===== src/rtl/simple_bit_pack_stream.sv =====
// Streaming SimpleBitPack encoder: packs 256 W-bit coefficients LSB-first
// into a 32*W-byte stream, one coefficient in and one byte out per handshake.
module simple_bit_pack_stream #(
  parameter  int unsigned B = 1023,
  localparam int unsigned W = (B == 0) ? 1 : $clog2(B + 1)
) (
  input  logic         clk,
  input  logic         reset,
  input  logic         coeff_valid,
  output logic         coeff_ready,
  input  logic [W-1:0] coeff,
  output logic         byte_valid,
  input  logic         byte_ready,
  output logic [7:0]   byte_out,
  output logic         byte_last,
  output logic         busy,
  output logic         coeff_err
);

  localparam int unsigned NB  = 32 * W;
  localparam int unsigned AW  = W + 7;
  localparam int unsigned CW  = $clog2(AW + 1);
  localparam int unsigned BIW = $clog2(NB);
  localparam logic [W-1:0]   B_W     = W'(B);
  localparam logic [BIW-1:0] LAST_BI = BIW'(NB - 1);

  typedef enum logic [1:0] {IDLE, FILL, DRAIN} state_t;

  state_t         state_q, state_d;
  logic [AW-1:0]  acc_q, acc_d;
  logic [CW-1:0]  acc_cnt_q, acc_cnt_d;
  logic [7:0]     coeff_idx_q, coeff_idx_d;
  logic [BIW-1:0] byte_idx_q, byte_idx_d;
  logic           coeff_err_q, coeff_err_d;
  logic           accept, handshake;

  always_ff @(posedge clk or negedge reset) begin
    if (!reset) begin
      state_q     <= IDLE;
      acc_q       <= '0;
      acc_cnt_q   <= '0;
      coeff_idx_q <= '0;
      byte_idx_q  <= '0;
      coeff_err_q <= 1'b0;
    end else begin
      state_q     <= state_d;
      acc_q       <= acc_d;
      acc_cnt_q   <= acc_cnt_d;
      coeff_idx_q <= coeff_idx_d;
      byte_idx_q  <= byte_idx_d;
      coeff_err_q <= coeff_err_d;
    end
  end

  always_comb begin
    state_d     = state_q;
    acc_d       = acc_q;
    acc_cnt_d   = acc_cnt_q;
    coeff_idx_d = coeff_idx_q;
    byte_idx_d  = byte_idx_q;

    // Ready only while fewer than 8 bits are buffered, so accept and byte
    // handshake can never coincide and the accumulator never overflows.
    coeff_ready = (acc_cnt_q < CW'(8)) && (state_q != DRAIN);
    byte_valid  = (acc_cnt_q >= CW'(8));
    accept      = coeff_valid && coeff_ready;
    handshake   = byte_valid && byte_ready;
    coeff_err_d = accept && (coeff > B_W);

    if (accept) begin
      acc_d       = acc_q | (AW'(coeff) << acc_cnt_q);
      acc_cnt_d   = acc_cnt_q + CW'(W);
      coeff_idx_d = coeff_idx_q + 8'd1;
      case (state_q)
        IDLE:    state_d = FILL;
        FILL:    if (coeff_idx_q == 8'd255) state_d = DRAIN;
        default: state_d = state_q;
      endcase
    end else if (handshake) begin
      acc_d     = acc_q >> 8;
      acc_cnt_d = acc_cnt_q - CW'(8);
      if (byte_idx_q == LAST_BI) begin
        byte_idx_d  = '0;
        coeff_idx_d = '0;
        state_d     = IDLE;
      end else begin
        byte_idx_d = byte_idx_q + BIW'(1);
      end
    end
  end

  assign byte_out  = acc_q[7:0];
  assign byte_last = byte_valid && (byte_idx_q == LAST_BI);
  assign busy      = (state_q != IDLE);
  assign coeff_err = coeff_err_q;

endmodule


===== config.mk =====
export PLATFORM = sky130hd
export DESIGN_NAME = simple_bit_pack_stream
export DESIGN_NICKNAME = d
export VERILOG_FILES = /design/src/rtl/simple_bit_pack_stream.sv
export SDC_FILE = /design/constraint.sdc
export NUM_CORES = 1
export LEC_CHECK = 0
export CAP_MARGIN = 20
export CORE_MARGIN = 1
export CORE_UTILIZATION = 55
export DETAILED_ROUTE_END_ITERATION = 8
export PLACE_DENSITY = 0.8
export REMOVE_ABC_BUFFERS = 1
export SYNTH_ARGS = -nofsm -noshare
export SYNTH_HDL_FRONTEND = slang
export SYNTH_SLANG_ARGS = --single-unit

===== constraint.sdc =====
create_clock -name clk -period 2.1 [get_ports clk]
set_input_delay 0.42 -clock clk [delete_from_list [all_inputs] [get_ports clk]]
set_output_delay 0.42 -clock clk [all_outputs]
set_load 0.005 [all_outputs]

## After elaboration in Yosys (flattened, before gate mapping)

Cells that the tools add are included.

| storage, ports and cells | value |
|---|---|
| bits in registers | 42 |
| output and inout bits | 13 |
| input port bits | 14 |

| cells by class | value |
|---|---|
| multiplexer cells | 13 |
| eq/ne operators | 6 |
| shifts and indexed selects | 1 |
| $lt $le $gt $ge | 3 |
| reduce and logical (&&, ||, !) cells | 12 |
| bitwise logic cells | 2 |
| $add $sub $neg | 4 |

Operators by type and width:

| operator | count |
|---|---|
| 17-bit 2-to-1 mux | 2 |
| 8-bit 2-to-1 mux | 3 |
| 17-bit bitwise OR | 1 |
| 10-bit by 5-bit << shifter with 17-bit output | 1 |
| 10-bit greater-than comparator (second input constant) | 1 |
| 5-bit 2-to-1 mux | 2 |
| 9-bit by 1-bit adder with 9-bit output (second input constant) | 1 |
| 9-bit equality test (second input constant) | 1 |
| 9-bit 2-to-1 mux | 1 |
| 8-bit by 1-bit adder with 8-bit output (second input constant) | 1 |
| 8-bit equality test (second input constant) | 1 |
| 2-bit 2-to-1 mux | 4 |
| 2-bit nonzero test | 3 |
| 5-bit by 4-bit adder with 5-bit output (second input constant) | 1 |
| 5-bit by 4-bit greater-or-equal comparator with 1-bit output (second input constant) | 1 |
| 1-bit logical AND | 5 |
| 5-bit by 4-bit less-than comparator with 1-bit output (second input constant) | 1 |
| 5-bit by 4-bit subtractor with 5-bit output (second input constant) | 1 |
| 2-bit one-hot mux with 2 select lines | 1 |
| 2-bit AND reduction | 2 |
| 4-bit AND reduction | 1 |
| 3-bit by 1-bit inequality test with 1-bit output (second input constant) | 1 |
| 3-bit inequality test (second input constant) | 1 |
| 2-bit by 1-bit equality test with 1-bit output (second input constant) | 1 |
| 3 further kinds | 3 |

## Depth between registers and ports, before layout

Gate-level depths: netlist of the first run.

| depth | value |
|---|---|
| word-level depth | 5 |
| gate-level depth with buffers | 7 |

## Least setup slack after synthesis of the first run

No wires, ideal clock.

| timing | value |
|---|---|
| path kind | register -> register |
| start point | register acc_cnt_q[3] |
| end point | register byte_idx_q[8] |
| data arrival time | 1.786 ns |
| slack | 0.191 ns |
| stages on the path, launching flop included | 7 |
| path through | dfrtp_1 > inv_1 > ha_1 > and2_1 > buf_2 > a2111o_1 > a211o_1 |

| on the way | value |
|---|---|
| longest elaborated chain between the ends | 5 |
| elaborated cells between the ends (all ways) | 7 |
| classes of those cells | order compare (2); bitwise (1); reduce/logical (4) |

Ends and longest elaborated chain:

| what | RTL line | source |
|---|---|---|
| start: declaration | 31 | `logic [CW-1:0] acc_cnt_q, acc_cnt_d;` |
| start signal: assignment | 48 | `acc_cnt_q <= acc_cnt_d;` |
| 5-bit by 4-bit less-than comparator with 1-bit output | 64 | `coeff_ready = (acc_cnt_q < CW'(8)) && (state_q != DRAIN);` |
| 1-bit logical AND | 64 |  |
| 1-bit logical AND | 66 | `accept = coeff_valid && coeff_ready;` |
| 1-bit inverter (no source line) | - |  |
| 2-bit AND reduction (no source line) (*) | - |  |
| end signal: assignment | 50 | `byte_idx_q <= byte_idx_d;` |
| end: declaration | 33 | `logic [BIW-1:0] byte_idx_q, byte_idx_d;` |

Every way passes the cells marked *; elsewhere a longest branch is shown, timed or not.
A chain may end at the register's enable or synchronous reset.

## Worst setup path after layout of the first run

| timing | value |
|---|---|
| start point | register byte_idx_q[0] |
| end point | output byte_last |

| on the way | value |
|---|---|
| longest elaborated chain between the ends | 2 |

Ends and longest elaborated chain:

| what | RTL line | source |
|---|---|---|
| 9-bit equality test | 93 | `assign byte_last = byte_valid && (byte_idx_q == LAST_BI);` |
| 1-bit logical AND | 93 |  |
| end: declaration | 15 | `output logic byte_last,` |

No other way between the ends.

==> metrics.yaml, run 1 <==
grt_antenna_before_repair: 0
routabilityCongestion: 0.832
vias: 1894
skew_ns: 0.00651
root_buffer: "clkbuf_8"
die_h_microns: 67.1
status: "finished, final reports clean"
vdd_drop_max_v: 0.000648
drv_cap: 0
ant_nets: 0
start_kind: "flip-flop"
slew_viol_final: 0
cts_hold_buf: 0
rr_worst_depth: 6
dr.pass1.iters: 4
crit_path_end_kind: "primary output"
fillers: 309
grt_pass1_vias: 1750
nNetsFinal: 298
final_cells: 330
clkLatencyLatePin_ns: 0.30
io_buffers: 26
synth_top_area_cell: "dfrtp_1"
hold_viol_final: 0
rows: 23
yosys_warnings: 0
swShare_pct: 37.4
dpl.hpwl_microns: 3590
cts_sinks: 41
clkTransAtPathRegs_ns: 0.08
grt_pass1_wl_microns: 8160
dp_cells: 321
yosysUniqueCellTypes: 57
synth_cells: 242
worst_pin_slew_ns: 0.521
final_layout_size_suffix_gt1_share_pct: 17.9
ys_ff_latch: 41
numCtsBuffers: 5
critPathArrivalTime_ns: 1.62
p_clk_share_pct: 15.3
async_flop_share_pct: 100
fp.dieArea_sq_um: 4500
crit_path_max_fanout: 2
yosysSeqAreaShare_pct: 44.1
setup.worst_path.start: "byte_idx_q[0]$_DFFE_PN0P_"
synth-main-ff-cell: "dfrtp_1"
via_per_inst: 5.74
crit_required_ns: 1.68
multiInputGateArea_sq_um: 1160
setup_viol: 0
p_per_area_nw_per_um2: 1320
grt.total_usage_pct: 25.2
grt_start_max_net_pins: 42
hold_path.class: "input pin to asynchronous set/reset pin"
p_seq_share_pct: 36.0
wl_per_cell_microns: 14.9
yosys-top-cells-count: "dfrtp_1 (41), nand2_1 (31), a21oi_1 (17), o21ai_0 (17), mux2i_1 (13)"
synth.area.top_cells: "dfrtp_1 (44%), mux2i_1 (5.6%), nand2_1 (5.0%), a21oi_1 (3.7%), o21ai_0 (3.7%)"
syn_to_final_growth_pct: 20.9
yosys.area.top_type_share_pct: 44.1
crit_type: "flip-flop to primary output"
relSlewSlack_pct: 65.2
cts_tree: "built"
start_util_pct: 57.8
ff2ff_setup_slack_ns: 0.31
power_switching_mw: 1.39
rr_startpoint: "byte_idx_q[0]$_DFFE_PN0P_"
drtIter0Drc: 208
crit_path_end: "byte_last"
drt-total-wl_microns: 4930
internal_power_mw: 2.32
overflow: 0
timing.rr.end: "coeff_idx_q[0]$_DFFE_PN0P_"
fin_crit_sh_pct: 96.9
antenna_cells: 0
final_core_util_pct: 69.8
fin_crit_ns: 2.04
power_frac_comb_pct: 48.7
max_freq_mhz: 491
yosysMostFrequentCell: "dfrtp_1"
synth_edf_count: 0
cts_max_path_buffers: 2
register_area_sq_um: 1030
synth.avg_cell_area_sq_um: 9.62
p_leak_nw: 1.25
drc: 0
die_w_microns: 67.1
io_pins: 27
htreeDepth: 2
core-area_sq_um: 4030
netlist_area_sq_um: 2330
power groups by stage:
stage	clock network (mW)	registers [mW]	logic [mW]
after floorplan	0	1.41	0.953
after global placement	0	1.33	1.74
after detailed placement	0	1.34	1.78
after CTS	0.587	1.33	1.79
after global routing	0.621	1.37	2.00
final	0.568	1.34	1.81
cell type report:
class                           count  share of cell area [%]
Inverter                            8                    1.07
Clock buffer                        7                    3.42
Clock inverter                      1                   0.178
Timing Repair Buffer               48                    15.3
Tap cell                           50                    2.22
Sequential cell                    41                    36.5
Multi-Input combinational cell    175                    41.3
critical path, stage by stage, from the launching register on:
cell	delay (ns)
dfrtp_1	0.36
ha_2	0.18
nand3_1	0.10
or3_4	0.35
nor2_1	0.09
dlygate4sd2_1	0.23
per-layer routing:
metal	GRT usage, %	wire length [microns]	vias up
met2	39.3	2340	54
met5	0	0	-
met3	5.14	242	7
li1	-	-	933
met1	33.0	2250	900
met4	12.0	91	0
cell usage in the layout, fill, tap and decap left out, drive strengths merged, types with 2 or more instances in the layout:
master,count
dfrtp,41
nand2,31
clkdlybuf4s50,24
buf,23
o21ai,18
a21oi,18
mux2i,13
nor2,11
nand3,8
inv,8
clkbuf,7
nor3,6
mux2,5
ha,5
nand2b,4
xnor2,4
nor2b,4
and2,3
and3,3
o211ai,3
a22oi,3
or3,3
nand4,2
a21o,2
nand3b,2
a32oi,2
a221o,2
what timing repair did:
| action | CTS | global route |
|---|---|---|
| setup buffers | 0 | 1 |
| setup endpoints to repair | 1 | 2 |
| gates resized for setup | 1 | 3 |
stage by stage:
| stage | TNS [ns] | setup slack, ns | total power [mW] | area [sq um] | hold slack, ns |
|---|---|---|---|---|---|
| 4_1_cts | 0 | 0.0277 | 3.71 | 2800 | 0.197 |
| 3_5_place_dp | 0 | 0.117 | 3.13 | 2700 | 0.467 |
| 6_report | 0 | 0.0649 | 3.71 | 2810 | 0.172 |
| 3_3_place_gp | 0 | 0.155 | 3.08 | 2700 | 0.450 |
| 5_1_grt | -0.00347 | -0.00347 | 4.00 | 2810 | 0.213 |
| 2_1_floorplan | -0.0346 | -0.0346 | 2.36 | 2210 | 0.124 |
logic make-up (layout without fill, tap and decap cells):
| logic type | count (synthesis) | in the layout | synth area share (%) |
|---|---|---|---|
| buf+inv | 26 | 64 | 6.18 |
| simple gates | 82 | 82 | 18.3 |
| flops | 41 | 41 | 44.1 |
| mux | 18 | 18 | 8.17 |
| xor+xnor | 5 | 5 | 1.88 |
| other cells | 1 | 1 | 0.161 |
| fa+ha+maj | 5 | 5 | 2.69 |
| compound gates | 64 | 64 | 18.5 |
state kept, by name (all words and copies together) (netlist names):
| name | count |
|---|---|
| coeff_idx_q | 8 |
| state_q | 2 |
| acc_q | 17 |
| byte_idx_q | 9 |
| coeff_err | 1 |
| acc_cnt_q | 4 |
how the worst min path moves through the flow:
stage | end | cells past startpoint | slack, ns
after global placement | acc_q[12]$_DFFE_PN0P_ | 2 | 0.45
after CTS | acc_q[8]$_DFFE_PN0P_ | 2 | 0.20
after global routing | acc_q[8]$_DFFE_PN0P_ | 2 | 0.21
after floorplan | acc_cnt_q[1]$_DFFE_PN0P_ | 0 | 0.12
final | acc_q[8]$_DFFE_PN0P_ | 2 | 0.17
after detailed placement | acc_q[13]$_DFFE_PN0P_ | 2 | 0.47
(Power assumes the default switching activity.)
==> run 2: changes to the inputs <==
--- a/config.mk
+++ b/config.mk
@@ -6,8 +6,10 @@
 export NUM_CORES = 1
 export LEC_CHECK = 0
 export CAP_MARGIN = 20
+export CELL_PAD_IN_SITES_DETAIL_PLACEMENT = 1
+export CELL_PAD_IN_SITES_GLOBAL_PLACEMENT = 2
 export CORE_MARGIN = 1
-export CORE_UTILIZATION = 55
+export CORE_UTILIZATION = 35
 export DETAILED_ROUTE_END_ITERATION = 8
 export PLACE_DENSITY = 0.8
 export REMOVE_ABC_BUFFERS = 1
==> run 2 against run 1 <==
Utilization decreased by 25 points. First-iteration DRC count decreased by 71%. Cell count increased by 9.1%. Die area increased by 55%. Global-route usage decreased by 8.0 points. Clock skew increased by 0.0019 ns. Fmax increased by 1.9%. Design area increased by 2.2%. Critical path depth decreased by 1. Count of clock-buffer cells in the layout decreased by 1. Sequential share of layout area decreased by 0.71 points. Largest power group unchanged.
==> metrics.yaml, run 2 (synthesized netlist as in run 1, its figures left out) <==
status: "finished, final reports clean"
root_buffer: "clkbuf_8"
numCtsBuffers: 5
slew_viol_final: 0
fin_crit_ns: 2.00
cts_hold_buf: 0
placed_cell_area_sq_um: 2740
fp.dieArea_sq_um: 6980
finalPower_mw: 3.85
rows: 29
fin_crit_sh_pct: 95.1
layout_common_cells: "dfrtp_1 (39), nand2_1 (31), buf_4 (25), clkdlybuf4s50_1 (24)"
dr.pass1.iters: 4
grt_pass1_vias: 1923
wl_per_cell_microns: 15.8
p_per_area_nw_per_um2: 1340
io_buffers: 26
grt_antenna_before_repair: 0
regMostFlops: "acc_q"
start_util_pct: 36.4
multiInputGateArea_sq_um: 1160
routabilityCongestion: 0.758
relSlewSlack_pct: 52.4
drc: 0
hold_path.class: "input pin to asynchronous set/reset pin"
skew_ns: 0.00841
cts_sinks: 41
final_core_util_pct: 45.0
nNetsFinal: 301
ff2ff_setup_slack_ns: 0.32
die_h_microns: 83.5
crit_path_end_kind: "primary output"
setup_viol: 0
via_per_inst: 5.31
drt-total-wl_microns: 5690
core-area_sq_um: 6390
start_kind: "flip-flop"
register_area_sq_um: 1030
fillers: 745
p_leak_nw: 1.26
cts_tree: "built"
grt.total_usage_pct: 17.2
ant_nets: 0
antenna_cells: 0
overflow: 0
grt_pass1_wl_microns: 9600
max_freq_mhz: 501
clkLatencyLatePin_ns: 0.30
largest_reg_flops: 17
rsz0062_at_grt: "false"
crit_path_max_fanout: 4
final_layout_size_suffix_gt1_share_pct: 19.1
htreeDepth: 2
critPathArrivalTime_ns: 1.58
vias: 1911
die_w_microns: 83.5
drv_cap: 0
drtIter0Drc: 61
syn_to_final_growth_pct: 23.6
crit_type: "flip-flop to primary output"
layout_commonest_cell: "dfrtp_1"
stdcell_area_sq_um: 2880
crit_required_ns: 1.68
cts_max_path_buffers: 2
vdd_drop_max_v: 0.000487
grt_start_max_net_pins: 32
worst_pin_slew_ns: 0.715
reg_top3: "acc_q: 17 flops, byte_idx_q: 9 flops, coeff_idx_q: 8 flops"
io_pins: 27
hold_viol_final: 0
clkTransAtPathRegs_ns: 0.09
dpl.hpwl_microns: 4240
==> run 2: cell types whose count changed in the layout (fill, tap and decap cells not counted), moves of 2 or more <==
cell / before / now
buf_4: 21 / 25
dfrtp_1: 41 / 39
dfrtp_2: 0 / 2
ha_1: 3 / 5
ha_2: 2 / 0
==> run 2: metal layers <==
metal | wire length [microns] | global-route usage (%) | vias up
li1 | - | - | 938
met1 | 2650 | 22.7 | 934
met2 | 2800 | 28.9 | 32
met3 | 170 | 3.26 | 7
met4 | 74 | 4.62 | 0
met5 | 0 | 0 | -
==> run 2: layout make-up <==
cell class	instances	share of cell area (%)
Timing Repair Buffer	51	15.4
Clock buffer	6	2.87
Tap cell	77	3.35
Inverter	8	1.04
Sequential cell	41	35.8
Clock inverter	2	1.30
Multi-Input combinational cell	175	40.3
==> run 2: worst max-delay path: stages (launching register included) <==
cell and delay [ns]:
dfrtp_1 0.39, inv_2 0.09, ha_1 0.18, and2_1 0.12
clkdlybuf4s50_1 0.49
==> run 2: report_power, final <==
part / total (mW) / internal (mW) / switching (mW)
combinational: 1.82 / 0.918 / 0.900
clock: 0.675 / 0.387 / 0.288
sequential: 1.36 / 1.10 / 0.256
==> run 2: final timing paths <==
check | start | cells after the start | to
min reg2reg | acc_q[13]$_DFFE_PN0P_ | 2 | acc_q[13]$_DFFE_PN0P_
max in group asynchronous | reset | 2 | acc_q[13]$_DFFE_PN0P_
min | reset | 1 | coeff_idx_q[6]$_DFFE_PN0P_
max | acc_cnt_q[3]$_DFFE_PN0P_ | 4 | coeff_ready
min in group clk | acc_q[13]$_DFFE_PN0P_ | 2 | acc_q[13]$_DFFE_PN0P_
max reg2reg | acc_cnt_q[3]$_DFFE_PN0P_ | 5 | byte_idx_q[8]$_DFFE_PN0P_
==> run 2: what timing repair did <==
action	CTS	global route
gates cloned	0	0
setup endpoints to repair	1	3
gates resized for setup	1	4
pin swaps	0	0
buffers inserted	1	1
==> run 2: stage by stage <==
stage	hold slack (ns)	cells	setup slack, ns	TNS [ns]
floorplan	0.124	224	-0.0346	-0.0346
global placement	0.451	350	0.143	0
detailed placement	0.456	350	0.128	0
finish	0.162	360	0.102	0
global route	0.217	360	0.00471	0
CTS	0.188	359	0.0372	0
